===== src/rtl/uart_transmitter.sv =====
// 8N1 UART serializer: one start bit, eight data bits LSB-first, one stop bit.
// Bit timing comes from a fixed clocks-per-bit divider; all outputs are registered.
module uart_transmitter #(
  parameter int CLKS_PER_BIT = 68
) (
  input  logic       clk,
  input  logic       rst,
  input  logic       tx_start,
  input  logic [7:0] tx_data,
  output logic       tx,
  output logic       tx_busy,
  output logic       tx_done
);

  localparam int CNT_W = $clog2(CLKS_PER_BIT);
  localparam logic [CNT_W-1:0] CNT_LAST = CNT_W'(CLKS_PER_BIT - 1);

  typedef enum logic [1:0] {IDLE, START, DATA, STOP} state_t;

  state_t           state_reg,   state_next;
  logic [CNT_W-1:0] clk_cnt_reg, clk_cnt_next;
  logic [2:0]       bit_idx_reg, bit_idx_next;
  logic [7:0]       shift_reg,   shift_next;
  logic             tx_reg,      tx_next;
  logic             busy_reg,    busy_next;
  logic             done_reg,    done_next;
  logic             bit_end;

  assign bit_end = (clk_cnt_reg == CNT_LAST);

  always_ff @(posedge clk or posedge rst) begin
    if (rst) begin
      state_reg   <= IDLE;
      clk_cnt_reg <= '0;
      bit_idx_reg <= '0;
      shift_reg   <= '0;
      tx_reg      <= 1'b1;
      busy_reg    <= 1'b0;
      done_reg    <= 1'b0;
    end else begin
      state_reg   <= state_next;
      clk_cnt_reg <= clk_cnt_next;
      bit_idx_reg <= bit_idx_next;
      shift_reg   <= shift_next;
      tx_reg      <= tx_next;
      busy_reg    <= busy_next;
      done_reg    <= done_next;
    end
  end

  always_comb begin
    state_next   = state_reg;
    clk_cnt_next = clk_cnt_reg;
    bit_idx_next = bit_idx_reg;
    shift_next   = shift_reg;
    tx_next      = tx_reg;
    busy_next    = busy_reg;
    done_next    = 1'b0;

    case (state_reg)
      IDLE: begin
        tx_next   = 1'b1;
        busy_next = 1'b0;
        if (tx_start) begin
          shift_next   = tx_data;
          tx_next      = 1'b0;
          busy_next    = 1'b1;
          clk_cnt_next = '0;
          state_next   = START;
        end
      end

      START: begin
        if (bit_end) begin
          clk_cnt_next = '0;
          bit_idx_next = '0;
          tx_next      = shift_reg[0];
          state_next   = DATA;
        end else begin
          clk_cnt_next = clk_cnt_reg + 1'b1;
        end
      end

      DATA: begin
        if (bit_end) begin
          clk_cnt_next = '0;
          if (bit_idx_reg == 3'd7) begin
            tx_next    = 1'b1;
            state_next = STOP;
          end else begin
            // The shifter always presents the bit currently on the line at [0].
            bit_idx_next = bit_idx_reg + 3'd1;
            shift_next   = shift_reg >> 1;
            tx_next      = shift_reg[1];
          end
        end else begin
          clk_cnt_next = clk_cnt_reg + 1'b1;
        end
      end

      STOP: begin
        if (bit_end) begin
          clk_cnt_next = '0;
          busy_next    = 1'b0;
          done_next    = 1'b1;
          state_next   = IDLE;
        end else begin
          clk_cnt_next = clk_cnt_reg + 1'b1;
        end
      end

      default: begin
        tx_next    = 1'b1;
        busy_next  = 1'b0;
        state_next = IDLE;
      end
    endcase
  end

  assign tx      = tx_reg;
  assign tx_busy = busy_reg;
  assign tx_done = done_reg;

endmodule


===== config.mk =====
export PLATFORM = sky130hd
export DESIGN_NAME = uart_transmitter
export DESIGN_NICKNAME = d
export VERILOG_FILES = /design/src/rtl/uart_transmitter.sv
export SDC_FILE = /design/constraint.sdc
export NUM_CORES = 1
export LEC_CHECK = 0
export ABC_AREA = 1
export CELL_PAD_IN_SITES_DETAIL_PLACEMENT = 1
export CELL_PAD_IN_SITES_GLOBAL_PLACEMENT = 1
export CORE_UTILIZATION = 42
export DETAILED_ROUTE_END_ITERATION = 10
export GPL_TIMING_DRIVEN = 0
export MAX_ROUTING_LAYER = met4
export PLACE_DENSITY_LB_ADDON = 0.1
export SYNTH_ARGS = -nofsm -noshare
export SYNTH_HDL_FRONTEND = slang
export SYNTH_SLANG_ARGS = --single-unit

===== constraint.sdc =====
create_clock -name clk -period 1.6 [get_ports clk]
set_input_delay 0.16 -clock clk [delete_from_list [all_inputs] [get_ports clk]]
set_output_delay 0.16 -clock clk [all_outputs]
set_load 0.01 [all_outputs]

==> results of run 1 <==
-- report_power, final --
group / internal [mW] / switching (mW) / leakage (nW) / total, mW
Clock: 0.0938 / 0.197 / 0.0177 / 0.291
Sequential: 0.790 / 0.151 / 0.296 / 0.940
Combinational: 0.823 / 1.01 / 0.501 / 1.84
-- Yosys cell counts, types with 2 or more instances --
master,count
sky130_fd_sc_hd__inv_2,3
sky130_fd_sc_hd__buf_6,2
sky130_fd_sc_hd__o21ai_0,5
sky130_fd_sc_hd__inv_1,10
sky130_fd_sc_hd__nor2_1,13
sky130_fd_sc_hd__o21ai_1,10
sky130_fd_sc_hd__ha_1,8
sky130_fd_sc_hd__nand2_2,3
sky130_fd_sc_hd__nand3_1,7
sky130_fd_sc_hd__nand2_1,44
sky130_fd_sc_hd__mux2i_1,6
sky130_fd_sc_hd__or2_4,2
sky130_fd_sc_hd__nand4_1,3
sky130_fd_sc_hd__dfrtp_1,22
-- placed cells by master, fill, tap and decap left out, types with 2 or more instances in the layout --
master,instances
sky130_fd_sc_hd__inv_1,8
sky130_fd_sc_hd__o21ai_1,9
sky130_fd_sc_hd__nand2_4,2
sky130_fd_sc_hd__nand2_2,5
sky130_fd_sc_hd__nor2_1,11
sky130_fd_sc_hd__buf_4,10
sky130_fd_sc_hd__mux2i_1,6
sky130_fd_sc_hd__nand2_1,41
sky130_fd_sc_hd__nand4_1,3
sky130_fd_sc_hd__ha_1,3
sky130_fd_sc_hd__inv_2,5
sky130_fd_sc_hd__clkbuf_4,3
sky130_fd_sc_hd__nand3_1,7
sky130_fd_sc_hd__nor2_2,3
sky130_fd_sc_hd__o21ai_0,5
sky130_fd_sc_hd__clkdlybuf4s50_1,13
sky130_fd_sc_hd__or2_4,2
sky130_fd_sc_hd__ha_4,4
sky130_fd_sc_hd__dfrtp_1,21
-- layer usage --
layer	up-vias	global-route usage (%)	wire length, um
met5	-	-	0
met3	9	2.01	70
met2	21	36.3	1940
met1	568	24.1	1560
met4	0	7.48	99
li1	553	-	-
-- through the flow --
step / hold slack, ns / utilization (%) / cell area (um^2)
floorplan: 0.161 / - / 1320
global placement: 0.459 / 52.0 / 1480
detailed placement: 0.462 / 52.0 / 1480
CTS: 0.343 / 55.2 / 1570
global route: 0.423 / 59.1 / 1690
finish: 0.320 / 59.1 / 1690
-- repair_timing --
item                                    in CTS  in global routing
pin swaps                                    1                 10
endpoints found under the setup margin      11                 16
gates resized for setup                      2                 19
setup buffers                                6                  5
cloned                                       0                  1
-- final timing paths --
path,start,end,slack (ns),depth (start not counted)
min in group clk,tx_data[7],shift_reg[7],0.42,3
min,rst,clk_cnt_reg[6],0.32,2
max in group asynchronous,rst,state_reg[1],0.66,2
max reg2reg,bit_idx_reg[1],shift_reg[5],-0.007,9
max,bit_idx_reg[1],shift_reg[5],-0.007,9
min reg2reg,shift_reg[6],shift_reg[6],0.52,2
-- kinds of logic after synthesis --
group / count (synthesis) / synth area share [%]
AND/OR/NAND/NOR: 77 / 26.2
flip-flops: 23 / 43.9
AO/OA/AOI/OAI: 20 / 9.52
buffers and inverters: 17 / 6.95
adder cells (fa/ha/maj): 8 / 7.61
multiplexers: 6 / 4.57
XOR/XNOR: 2 / 1.33
-- layout make-up --
type / instances / area share [%]
multi-input cells: 113 / 42.8
flip-flops and latches: 23 / 34.3
repair buffers: 24 / 13.4
inverters: 14 / 3.27
plain buffers: 3 / 2.38
well taps: 31 / 2.30
clock buffers: 3 / 1.34
clock inverters: 1 / 0.297
==> key figures, run 1 <==
Timing
  – Transition time of the tightest slew-check pin: between 0.9 and 1 ns
  – Final Max Slew Viols: 0
  – Final cycle utilization of the critical path: 100%
  – Top achievable clock speed: 622 MHz
  – Worst Setup Slack, final: -0.00703 ns
  – Finish-stage setup viols: 1
  – Worst rel slew slack: between 30% and 40%
  – Final sum of negative setup slack: -0.00703 ns
  – Total count of hold-check failures in the final report: 0
  – Final clock skew: ~0.0044 ns
  – Final period demand of the worst path: approximately 1.6 ns

Synthesis
  – Yosys top cell area share: a little over two fifths
  – Synthesized instance count: 153
  – Avg Cell Area, Syn: approximately 8.6 um^2
  – Net Count, Synth: 172
  – Synth async-reset ratio: 100%
  – Synth unique cells: 29
  – Number of flops mapped to enable cells by yosys: 0
  – YS warnings: 0
  – Top_reg_cell synth: sky130_fd_sc_hd__dfrtp_1
  – Library cell with the largest summed area after synthesis: sky130_fd_sc_hd__dfrtp_1
  – Sequential fraction of the synthesis area: between 40% and 50%
  – Cell Area, Synth: 0.00132 mm^2
  – Total of flip-flops plus latches after synthesis: 23
  – Largest cells by area after synthesis: sky130_fd_sc_hd__dfrtp_1 42%, sky130_fd_sc_hd__nand2_1 13%, sky130_fd_sc_hd__ha_1 7.6%, sky130_fd_sc_hd__mux2i_1 4.6%, sky130_fd_sc_hd__o21ai_1 3.8%

Die
  – Die Height: 58.0 um
  – Number of core rows: 19
  – Core region area: 0.00285 mm^2
  – Chip Width: 58.0 um
  – Number of ports placed on the die boundary: 14
  – Initial core utilization: 46.1%
  – Area of the die: between 0.003 and 0.004 mm^2

Global routing
  – Combined global-route utilization of all metal layers: 20.5%
  – Pin count of the biggest net entering global routing: 24
  – First-pass GRT wire length: roughly 5000 um
  – Aggregate global routing overflow: 0
  – Vias in the first global route: roughly 1200
  – Antenna violations before repair: 0

Clock tree
  – TritonCTS clock tree: done
  – H-tree lvl count: 1
  – Clk_lat worst skew: 0.32 ns
  – Clock transition time at the flip-flop clock pins of the worst setup and hold paths: 0.14 ns
  – CTS Hold Buffers Added: 0
  – Max Root-Sink Buffers: 2
  – Clock root cell: sky130_fd_sc_hd__clkbuf_4
  – Number of buffers inserted during clock tree synthesis: 3
  – # clock sinks: 23

Route
  – Count of antenna-violating nets left after detailed routing: 0
  – Wire length per cell after detailed routing: approximately 17 um
  – First-pass detailed-route iteration total: 4
  – Initial DRC count: 22
  – # DRC: 0
  – Vias: 1151
  – Wire length after detailed routing: between 3000 and 4000 um
  – Average vias per placed instance: around 5.4

Layout
  – Number of diodes: 0
  – Max FFs per register: 8
  – Fraction of layout cells with a size suffix above 1: about a quarter
  – Area used by sequential logic in the layout: roughly 580 um^2
  – Nets: roughly 200
  – Number of standard cells in the layout, taps in and fillers out: 212
  – Number of fill cells in the layout: between 300 and 400
  – Area of the multi-input gates: between 700 and 800 um^2
  – Post-synthesis to final-layout area growth: 28.2%

Run status
  – Result of the run: complete, but fails checks
  – Violations in the final reports: setup timing

Critical path
  – Critical path endpoint category: register
  – Delay of the slowest cell on the worst path: roughly 0.42 ns
  – Required time of the critical path: approximately 1.8 ns
  – Type of element launching the critical path: register
  – Critical-path cell list: ha_2 -> ha_4 -> nand2_4 -> nand2_2 -> nor2_2 -> nand2_2 -> buf_4 -> nand2_1 -> o21ai_1
  – Library cell appearing most often on the critical path: sky130_fd_sc_hd__nand2_2
  – Combined buffer and inverter count along the critical path: 1
  – Arrival @ worst endpoint: around 1.8 ns
  – Classification of the worst setup path: register to register
  – Critical Path Slowest Stage Cell: sky130_fd_sc_hd__dfrtp_1
  – Maximum fanout along the worst path: 5
  – Cell class contributing the biggest share of worst-path delay: simple AND/OR/NAND/NOR gates

Power
  – Sum of internal, switching and leakage power: between 3 and 4 mW
  – PwrDens: roughly 1800 mW/mm^2
  – Largest voltage drop on the vdd net: 1.14 mV
  – Leakage power: 0.815 nW

Placed design
  – IO buf count: 13
  – Hpwl dp: roughly 2100 um
  – Number of cells after detailed placement: between 150 and 200
  – Final Wtd Congestion: 0.783
  – Dpl ws: -0.0789 ns

Hold path
  – Hold crit path type: primary input to async pin

Job
  – Count of max-cap constraint violations: 0
(Power assumes the default switching activity.)
==> run 2, diff against run 1 <==
Settings changed: CAP_MARGIN from default to 25.
==> results of run 2 <==
Final layout, timing and power as in run 1 (identical DEF).
==> run 3, diff against run 2 <==
Settings changed: PLACE_DENSITY from default to 0.77, PLACE_DENSITY_LB_ADDON 0.1 to default.
==> run 3 against run 2 <==
The flow finishes with violations (DRC). Clock power down 7%. Via count down 2.5%. Cell count down 0.47%. Register-to-register slack better by 0.04 ns. Global-route usage down 0.61 points. Highest routed layer unchanged.
==> key figures, run 3 (synthesized netlist as in run 1, its figures left out) <==
Timing
  – Final period demand of the worst path: 1.57 ns (was 1.61 ns)
  – Finish-stage setup viols: 0 (was 1)
  – Final Max Slew Viols: 0 (unchanged)
  – Worst rel slew slack: 42.2% (was 38.3%)
  – Worst Setup Slack, final: 0.0347 ns (was -0.00703 ns)
  – Final cycle utilization of the critical path: 97.8% (was 100%)
  – Final clock skew: 0.00796 ns (was 0.00442 ns)
  – RSZ-0062 raised after global routing: true
  – Total count of hold-check failures in the final report: 0 (unchanged)
  – Final sum of negative setup slack: 0 ns (was -0.00703 ns)
  – Top achievable clock speed: 639 MHz (was 622 MHz)
  – Transition time of the tightest slew-check pin: 0.866 ns (was 0.924 ns)
  – Smallest hold slack: 0.305 ns (was 0.320 ns)

Layout
  – Area used by sequential logic in the layout: 577 um^2 (was 578 um^2)
  – Number of fill cells in the layout: 355 (was 334)
  – Post-synthesis to final-layout area growth: 25.2% (was 28.2%)
  – Max FFs per register: 8 (unchanged)
  – Commonest non-fill, non-tap cell in the layout: sky130_fd_sc_hd__nand2_1 (unchanged)
  – Nets: 200 (was 201)
  – Commonest cells after routing, fill and taps aside: 42 x sky130_fd_sc_hd__nand2_1, 22 x sky130_fd_sc_hd__dfrtp_1, 13 x sky130_fd_sc_hd__clkdlybuf4s50_1 (was 41 x sky130_fd_sc_hd__nand2_1, 21 x sky130_fd_sc_hd__dfrtp_1, 13 x sky130_fd_sc_hd__clkdlybuf4s50_1)
  – Area of the multi-input gates: 703 um^2 (was 721 um^2)
  – Total non-filler cell area in the finished layout: 0.00165 mm^2 (was 0.00169 mm^2)
  – Fraction of layout cells with a size suffix above 1: 24.4% (was 26.0%)
  – Number of diodes: 0 (unchanged)

Route
  – Initial DRC count: 16 (was 22)
  – Vias: 1122 (was 1151)
  – Average vias per placed instance: 5.32 (was 5.43)
  – # DRC: 1 (was 0)
  – First-pass detailed-route iteration total: 7 (was 4)
  – Wire length after detailed routing: 3020 um (was 3670 um)
  – Count of antenna-violating nets left after detailed routing: 0 (unchanged)
  – Wire length per cell after detailed routing: 14.3 um (was 17.3 um)

Placed design
  – IO buf count: 13 (unchanged)
  – Dpl ws: -0.0882 ns (was -0.0789 ns)
  – Hpwl dp: 2100 um (was 2120 um)
  – Standard cell area after detailed placement: 0.00148 mm^2 (unchanged)
  – Final Wtd Congestion: 0.775 (was 0.783)

Hold path
  – Hold crit path type: primary input to async pin (unchanged)

Die
  – Chip Width: 58.0 um (unchanged)
  – Area of the die: 0.00336 mm^2 (unchanged)
  – Die Height: 58.0 um (unchanged)
  – Core region area: 0.00285 mm^2 (unchanged)
  – Initial core utilization: 46.1% (unchanged)
  – Number of ports placed on the die boundary: 14 (unchanged)
  – Number of core rows: 19 (unchanged)

Power
  – PwrDens: 1760 mW/mm^2 (was 1820 mW/mm^2)
  – Largest voltage drop on the vdd net: 0.796 mV (was 1.14 mV)
  – Leakage power: 0.788 nW (was 0.815 nW)
  – Sum of internal, switching and leakage power: 2.89 mW (was 3.07 mW)

Clock tree
  – Clock root cell: sky130_fd_sc_hd__clkbuf_4 (unchanged)
  – Max Root-Sink Buffers: 2 (unchanged)
  – CTS Hold Buffers Added: 0 (unchanged)
  – TritonCTS clock tree: done (unchanged)
  – Number of buffers inserted during clock tree synthesis: 3 (unchanged)
  – # clock sinks: 23 (unchanged)
  – Clk_lat worst skew: 0.31 ns (was 0.32 ns)
  – Clock transition time at the flip-flop clock pins of the worst setup and hold paths: 0.13 ns (was 0.14 ns)
  – H-tree lvl count: 1 (unchanged)

Critical path
  – Count of cell instances traversed by the critical path: 8 (was 9)
  – Worst reg-to-reg setup slack: 0.03 ns (was -0.007 ns)
  – Maximum fanout along the worst path: 10 (was 5)
  – Launch point of the worst reg-to-reg path: state_reg[0] (was bit_idx_reg[1])
  – Combined buffer and inverter count along the critical path: 2 (was 1)
  – Type of element launching the critical path: register (unchanged)
  – Critical register-to-register path endpoint: state_reg[0] (was shift_reg[5])
  – Cell class contributing the biggest share of worst-path delay: simple AND/OR/NAND/NOR gates (unchanged)
  – Classification of the worst setup path: register to register (unchanged)
  – Arrival @ worst endpoint: 1.78 ns (was 1.83 ns)
  – Delay of the slowest cell on the worst path: 0.39 ns (was 0.42 ns)
  – Critical Path Slowest Stage Cell: sky130_fd_sc_hd__dfrtp_1 (unchanged)
  – Required time of the critical path: 1.81 ns (was 1.82 ns)
  – Critical path endpoint category: register (unchanged)
  – Cell count of the worst reg-to-reg path: 8 (was 9)
  – Critical-path cell list: inv_2 -> ha_4 -> buf_8 -> or2_4 -> o21ai_4 -> nand2_2 -> nand2_1 -> nand2_1 (was ha_2 -> ha_4 -> nand2_4 -> nand2_2 -> nor2_2 -> nand2_2 -> buf_4 -> nand2_1 -> o21ai_1)
  – Library cell appearing most often on the critical path: sky130_fd_sc_hd__nand2_1 (was sky130_fd_sc_hd__nand2_2)

Global routing
  – Vias in the first global route: 1218 (was 1151)
  – Antenna violations before repair: 0 (unchanged)
  – First-pass GRT wire length: 5060 um (was 4990 um)
  – Pin count of the biggest net entering global routing: 24 (unchanged)
  – Combined global-route utilization of all metal layers: 19.9% (was 20.5%)
  – Aggregate global routing overflow: 0 (unchanged)

Job
  – Count of max-cap constraint violations: 0 (unchanged)

Run status
  – Violations in the final reports: DRC (was setup timing)
  – Result of the run: complete, but fails checks (unchanged)
[run 3: cell count changes in the layout (fill, tap and decap cells not counted), sizes merged]
cell,before,now
buf,13,12
clkbuf,4,5
clkinv,1,0
[run 3: cell type report]
| type | count | share of cell area [%] |
|---|---|---|
| sequential | 23 | 35.0 |
| timing repair buffer | 23 | 12.5 |
| buffer | 3 | 2.43 |
| inverter | 14 | 3.34 |
| multi-input combinational | 113 | 42.7 |
| tap | 31 | 2.36 |
| clock buffer | 4 | 1.60 |
[run 3: what timing repair did]
item	CTS	global route
gates cloned	0	1
buffers inserted	5	4
pin swaps	1	6
hold endpoints to repair	0	0
endpoints found under the setup margin	13	17
resized for setup	0	18
[run 3: how the worst max path moves through the flow]
stage / start / to / slack, ns
after floorplan: state_reg[0] / state_reg[0] / 0.10
after global placement: state_reg[0] / shift_reg[1] / -0.003
after detailed placement: state_reg[0] / shift_reg[1] / -0.09
after CTS: state_reg[0] / state_reg[0] / 0.01
after global routing: state_reg[1] / state_reg[0] / -0.04
final: state_reg[0] / state_reg[0] / 0.03
[run 3: per-stage QoR]
step | std cells | utilization (%)
6_report | 211 | 57.7
5_1_grt | 211 | 57.7
4_1_cts | 206 | 54.3
3_5_place_dp | 197 | 52.0
3_3_place_gp | 197 | 52.0
2_1_floorplan | 153 | -
[run 3: report_power, final]
part | leakage (nW) | switching [mW] | internal, mW
combinational | 0.475 | 0.932 | 0.762
sequential | 0.297 | 0.141 | 0.787
clock | 0.0150 | 0.174 | 0.0974
total | 0.788 | 1.25 | 1.65
[run 3: layer usage]
layer  routed length [um]  part of all wire, %  GRT usage (%)  up-vias
met4                   27                 0.89           5.44        0
met5                    0                    0              -        -
met2                 1540                   51           36.6       20
met1                 1370                   45           22.8      548
met3                   82                  2.7           2.01        4
li1                     -                    -              -      550
